`src/rtl/std_sync_queue.sv`:
```
// Blocking FIFO with round-robin arbitrated write and read ports; successor to the
// two-port M-structure register. Define STD_SYNC_QUEUE_HOLD_OUT_EN to hold out slices between reads.
module std_sync_queue #(
  parameter int WIDTH   = 32,
  parameter int DEPTH   = 1,
  parameter int WRITERS = 2,
  parameter int READERS = 2
) (
  input  logic                       clk,
  input  logic                       reset,
  input  logic [WRITERS*WIDTH-1:0]   in,
  input  logic [WRITERS-1:0]         write_en,
  input  logic [READERS-1:0]         read_en,
  output logic [READERS*WIDTH-1:0]   out,
  output logic [WRITERS-1:0]         write_done,
  output logic [READERS-1:0]         read_done,
  output logic [WIDTH-1:0]           peek,
  output logic [$clog2(DEPTH+1)-1:0] count
);
  localparam int PW  = (DEPTH > 1) ? $clog2(DEPTH) : 1;
  localparam int CW  = $clog2(DEPTH + 1);
  localparam int WAW = (WRITERS > 1) ? $clog2(WRITERS) : 1;
  localparam int RAW = (READERS > 1) ? $clog2(READERS) : 1;

  logic [WIDTH-1:0]         mem_q [DEPTH];
  logic [CW-1:0]            count_q;
  logic [PW-1:0]            head_q, tail_q;
  logic [WAW-1:0]           wptr_q;
  logic [RAW-1:0]           rptr_q;
  logic [WRITERS-1:0]       write_done_q;
  logic [READERS-1:0]       read_done_q;
  logic [READERS*WIDTH-1:0] out_q;
  logic [WIDTH-1:0]         peek_q;

  logic                     w_commit, r_commit, w_multi, r_multi;
  logic [2*WRITERS-1:0]     w_rot_full;
  logic [2*READERS-1:0]     r_rot_full;
  logic [WAW-1:0]           w_off, w_gnt;
  logic [RAW-1:0]           r_off, r_gnt;
  logic [WAW:0]             w_sum;
  logic [RAW:0]             r_sum;

  // Occupancy is sampled at the start of the cycle, so there is no bypass either way.
  assign w_commit = (count_q < CW'(DEPTH)) && (|write_en);
  assign r_commit = (count_q != '0) && (|read_en);
  assign w_multi  = |(write_en & (write_en - WRITERS'(1)));
  assign r_multi  = |(read_en & (read_en - READERS'(1)));

  // Rotate requests so index 0 is the pointer, take the lowest set bit, rotate back.
  always_comb begin
    w_rot_full = {write_en, write_en} >> wptr_q;
    w_off      = '0;
    for (int k = WRITERS - 1; k >= 0; k--) begin
      if (w_rot_full[k]) w_off = WAW'(k);
    end
    w_sum = {1'b0, wptr_q} + {1'b0, w_off};
    if (w_sum >= (WAW+1)'(WRITERS)) w_sum = w_sum - (WAW+1)'(WRITERS);
    w_gnt = w_sum[WAW-1:0];
  end

  always_comb begin
    r_rot_full = {read_en, read_en} >> rptr_q;
    r_off      = '0;
    for (int k = READERS - 1; k >= 0; k--) begin
      if (r_rot_full[k]) r_off = RAW'(k);
    end
    r_sum = {1'b0, rptr_q} + {1'b0, r_off};
    if (r_sum >= (RAW+1)'(READERS)) r_sum = r_sum - (RAW+1)'(READERS);
    r_gnt = r_sum[RAW-1:0];
  end

  always_ff @(posedge clk) begin
    if (reset) begin
      count_q      <= '0;
      head_q       <= '0;
      tail_q       <= '0;
      wptr_q       <= '0;
      rptr_q       <= '0;
      write_done_q <= '0;
      read_done_q  <= '0;
      out_q        <= '0;
      peek_q       <= '0;
    end else begin
      write_done_q <= '0;
      read_done_q  <= '0;
`ifndef STD_SYNC_QUEUE_HOLD_OUT_EN
      out_q        <= 'x;
`endif
      if (w_commit) begin
        tail_q               <= (tail_q == PW'(DEPTH - 1)) ? '0 : tail_q + PW'(1);
        peek_q               <= in[w_gnt*WIDTH +: WIDTH];
        write_done_q[w_gnt]  <= 1'b1;
        if (w_multi) wptr_q  <= (w_gnt == WAW'(WRITERS - 1)) ? '0 : w_gnt + WAW'(1);
      end
      if (r_commit) begin
        out_q[r_gnt*WIDTH +: WIDTH] <= mem_q[head_q];
        head_q                      <= (head_q == PW'(DEPTH - 1)) ? '0 : head_q + PW'(1);
        read_done_q[r_gnt]          <= 1'b1;
        if (r_multi) rptr_q         <= (r_gnt == RAW'(READERS - 1)) ? '0 : r_gnt + RAW'(1);
      end
      unique case ({w_commit, r_commit})
        2'b10:   count_q <= count_q + CW'(1);
        2'b01:   count_q <= count_q - CW'(1);
        default: count_q <= count_q;
      endcase
    end
  end

  // Head and tail never alias on a cycle with both commits, so write and scrub cannot collide.
  always_ff @(posedge clk) begin
    if (!reset) begin
      if (w_commit) mem_q[tail_q] <= in[w_gnt*WIDTH +: WIDTH];
`ifndef STD_SYNC_QUEUE_HOLD_OUT_EN
      if (r_commit) mem_q[head_q] <= 'x;
`endif
    end
  end

  assign out        = out_q;
  assign write_done = write_done_q;
  assign read_done  = read_done_q;
  assign peek       = peek_q;
  assign count      = count_q;

  always @(posedge clk) begin
    if (!reset) begin
      assert ($onehot0(write_done_q)) else $error("std_sync_queue: multiple write_done bits");
      assert ($onehot0(read_done_q)) else $error("std_sync_queue: multiple read_done bits");
      assert (count_q <= CW'(DEPTH)) else $error("std_sync_queue: count above DEPTH");
    end
  end
endmodule

```
`config.mk`:
```
export PLATFORM = sky130hd
export DESIGN_NAME = std_sync_queue
export DESIGN_NICKNAME = d
export VERILOG_FILES = /design/src/rtl/std_sync_queue.sv
export SDC_FILE = /design/constraint.sdc
export NUM_CORES = 1
export LEC_CHECK = 0
export ABC_AREA = 1
export BUFFER_PORTS_ARGS = -buffer_cell sky130_fd_sc_hd__buf_2
export CAP_MARGIN = 20
export CORE_MARGIN = 5
export CORE_UTILIZATION = 36
export CTS_BUF_LIST = sky130_fd_sc_hd__clkbuf_8
export CTS_CLUSTER_SIZE = 8
export DETAILED_ROUTE_END_ITERATION = 8
export HOLD_SLACK_MARGIN = 0.15
export PLACE_DENSITY = 0.59
export SETUP_SLACK_MARGIN = 0.02
export SLEW_MARGIN = 25
export SYNTH_ARGS = -nofsm -noshare
export SYNTH_HDL_FRONTEND = slang
export SYNTH_SLANG_ARGS = --single-unit
```
`constraint.sdc`:
```
create_clock -name clk -period 2.5 [get_ports clk]
set_input_delay 0.25 -clock clk [delete_from_list [all_inputs] [get_ports clk]]
set_output_delay 0.25 -clock clk [all_outputs]
set_load 0.03 [all_outputs]
```
==> results.md <==
* Status: finished, final reports clean
* Met3 wire length at 923 um
* Vias per cell at 4.39
* Share of post-route cells with drive strength above 1 at 0.270
* Max layer used: met4
* Final hold vios at 0
* Clk pwr share at 0.301
* XOR/XNOR Fraction of Synth Area at 0.00185
* Detail Placement HPWL at 9510 um
* P_int at 0.00426 W
* Critical-path cell list: dlygate4sd3_1 > buf_2 > nand2_1 > nand2_2 > nand2_2 > nand2_1 > nand3_1 > dlygate4sd3_1 > nand2_1 > inv_1
* Crit path time final at 2130 ps
* Clock transition at path regs at 70 ps
* Worst vdd ir at 325 uV
* Cts repair resizes at 0
* Largest net degree at the start of global routing at 48
* Asr flop ratio synth at 0
* Mapped Cells at 550
* Synth Net Count at 621
* Slew Viols, Final at 0
* Critical path data arrival time at 2510 ps
* Synth Area in Simple Gates at 0.288
* Tot GR Track Use at 0.177
* CP delay by family, top: buffers and inverters
* Worst hold start: in[63]
* Synth-to-layout area growth at 41.7%
* Sequential power share at 0.431
* CTS H-tree depth at 4
* Fin crit share at 0.851
* Mux contribution to synthesized area at 0
* CP peak stage delay at 570 ps
* Placer Congestion at 0.868
* RSZ-0062 raised after global routing: false
* Final setup vio count at 0
* Hold crit path type: input pin to register
* Register area share after synthesis at 0.637
* Post-DRT Antenna Nets at 0
* First-pass GRT wire length at 21,800 um
* Adder-cell share of the synthesized area at 0.00264
* Routed length on met2 at 6180 um
* Area contributors post-synth: dfxtp_1 43%, edfxtp_1 20%, nor2_1 11%
* Comb pwr share at 0.268
* Yosys warnings at 0
* CP Buf/Inv Count at 4
* Global route overflow at 0
* Mapped Area at 4750 um2
* Number of antenna violations at the first check in global routing at 1
* Post-synth EDFFs at 32
* Switch Pwr at 0.00214 W
* Clock latency on the worst-skew pair at 430 ps
* Max Cap Viol at 0
* I/O Buffers at 170
* List of most frequent post-synthesis cells: 135 x nor2_1, 134 x nand2_1, 103 x dfxtp_1, 66 x nand3_1, 38 x inv_1
* Critical Path Source Type: input pin
* IO Pins at 171
* Bufs on Longest Clock Path at 2
* Leak at 3.52 nW
* Worst r2r dst: peek[16]$_SDFFE_PP0N_
* Core Area at 13,100 um2
* Inserted Clock Buffers at 17
* Fin util at 0.514
* Ys flop type: dfxtp_1
* Residual DRC at 0
* Max FO, Critical Path at 33
* Die area at 15,600 um2
* Met1 WL at 6010 um
* CTS root buf: clkbuf_8
* Main combinational cell family by area after synthesis: simple AND/OR/NAND/NOR gates
* Hold-fix buffer count after cts at 56
* Setup slack on the worst flop-to-flop path at 490 ps
* Setup bufs post-CTS at 0
* Chip Width at 125 um
* Least-Margin Pin Slew at 695 ps
* CP required at 2880 ps
* Pre-antenna DRT Iters at 4
* Synth top area share at 0.434
* Drt wl/cell at 14.0 um
* Slew headroom at 0.535
* WP depth at 10
* Critical-path top delay cell: dlygate4sd3_1
* Mean Syn Cell Area at 8.63 um2
* Most frequent cell on the critical path: nand2_1
* Most frequent cell after synthesis: nor2_1
* WL final at 13,500 um
* Critical path endpoint category: register
* Critical Path Sink: peek[16]$_SDFFE_PP0N_
* Number of global-route vias before repair at 4,202
* Fmax at 470 MHz
* Synth Area in Compound Gates at 0.00712
* Switching share of power at 0.335
* CTS tree: built
* Pwr per Cell Area at 952 nW/um2
* Reg2Reg Depth at 8
* Design Power at 0.00640 W
* Starting DRT DRC Count at 293
* CP startpoint: write_en[1]
* Sinks on Clock Net at 135
* WS Path Type: input pin to register
* Site row count at 42
* RR Startpoint: wptr_q$_SDFFE_PP0P_
* Die height at 125 um
* Number of synthesized register bits at 135
* Setup TNS at 0 ps
* Synth unique cells at 19
* Clock Skews at 7.12 ps
* DR vias at 4,240
* Post-synth top area cell: dfxtp_1
* Initial core utilization at 0.363
* # nets final at 846
* Fin Hold WS at 181 ps
==> placed cells by master, fill, tap and decap left out <==
master         synthesis  layout
buf_4                  3       9
clkbuf_8               0      18
dlygate4sd3_1          0      56
diode_2                0       1
xor2_1                 1       1
nor2_1               135     135
nand2_1              134     134
clkinvlp_4             0       1
dfxtp_1              103     103
o21ai_0                2       2
nand3_1               66      66
clkinv_4               0       3
bufinv_16              0       4
ha_1                   1       1
clkinv_2               0       1
o21ai_2                1       1
edfxtp_1              32      32
a21oi_1                3       3
clkinv_1               1       1
nand2_2                3       3
buf_2                 18     170
inv_1                 38      41
nor2_4                 0       1
inv_4                  0       2
==> cell families (layout without fill, tap and decap cells) <==
logic type      Yosys count  after routing
compound gates            6              6
other cells               0              1
buf+inv                  68            306
simple gates            339            339
xor+xnor                  1              1
fa+ha+maj                 1              1
flops                   135            135
==> registers in the layout, summed over array words and instances, names as in the netlist <==
register	flops
out	64
mem_q	32
peek	32
read_done	2
write_done	2
count	1
rptr_q	1
wptr_q	1
==> stage by stage <==
stage / area [um2] / instances / setup WS, ps
6_report: 6730 / 965 / 372
5_1_grt: 6730 / 965 / 264
4_1_cts: 6720 / 964 / 432
3_5_place_dp: 5730 / 876 / 796
3_3_place_gp: 5730 / 876 / 802
2_1_floorplan: 4750 / 550 / 435
==> worst min path at each step <==
| stage | slack, ps | endpoint | cells past startpoint |
|---|---|---|---|
| floorplan | 430 | out[56]$_SDFF_PP0_ | 2 |
| global placement | 480 | rptr_q$_SDFFE_PP0P_ | 2 |
| detailed placement | 490 | out[39]$_SDFF_PP0_ | 2 |
| CTS | 150 | peek[17]$_SDFFE_PP0N_ | 5 |
| global route | 170 | mem_q[0][15]$_DFFE_PP_ | 3 |
| finish | 180 | peek[31]$_SDFFE_PP0N_ | 5 |
==> worst register-to-register path, stage by stage, from the launching register on <==
cell and delay, ps:
dfxtp_1 340, inv_1 80, nand2_2 70, nand2_2 400, nand2_1 230, nand3_1 90
dlygate4sd3_1 590, nand2_1 60, inv_1 40
==> power by group through the flow <==
| stage | clock (W) | combinational (W) | sequential, W |
|---|---|---|---|
| 6_report | 0.00193 | 0.00171 | 0.00276 |
| 3_3_place_gp | 0 | 0.00160 | 0.00281 |
| 5_1_grt | 0.00208 | 0.00189 | 0.00280 |
| 3_5_place_dp | 0 | 0.00162 | 0.00281 |
| 2_1_floorplan | 0 | 0.000697 | 0.00324 |
| 4_1_cts | 0.00198 | 0.00173 | 0.00277 |
==> metal layers <==
layer	vias to the layer above	global-route usage
li1	2159	-
met1	1895	0.226
met2	153	0.270
met3	33	0.0570
met4	0	0.0861
met5	-	0
==> final cells by class <==
cell class,instances,area (um2)
clock inverter,14,183
antenna,1,2.50
timing repair buffer,235,1480
inverter,39,146
clock buffer,18,248
sequential,135,3020
tap,176,220
fill,1253,6360
multi-input combinational,347,1430
Note: power is estimated with default switching activity, not from simulation.
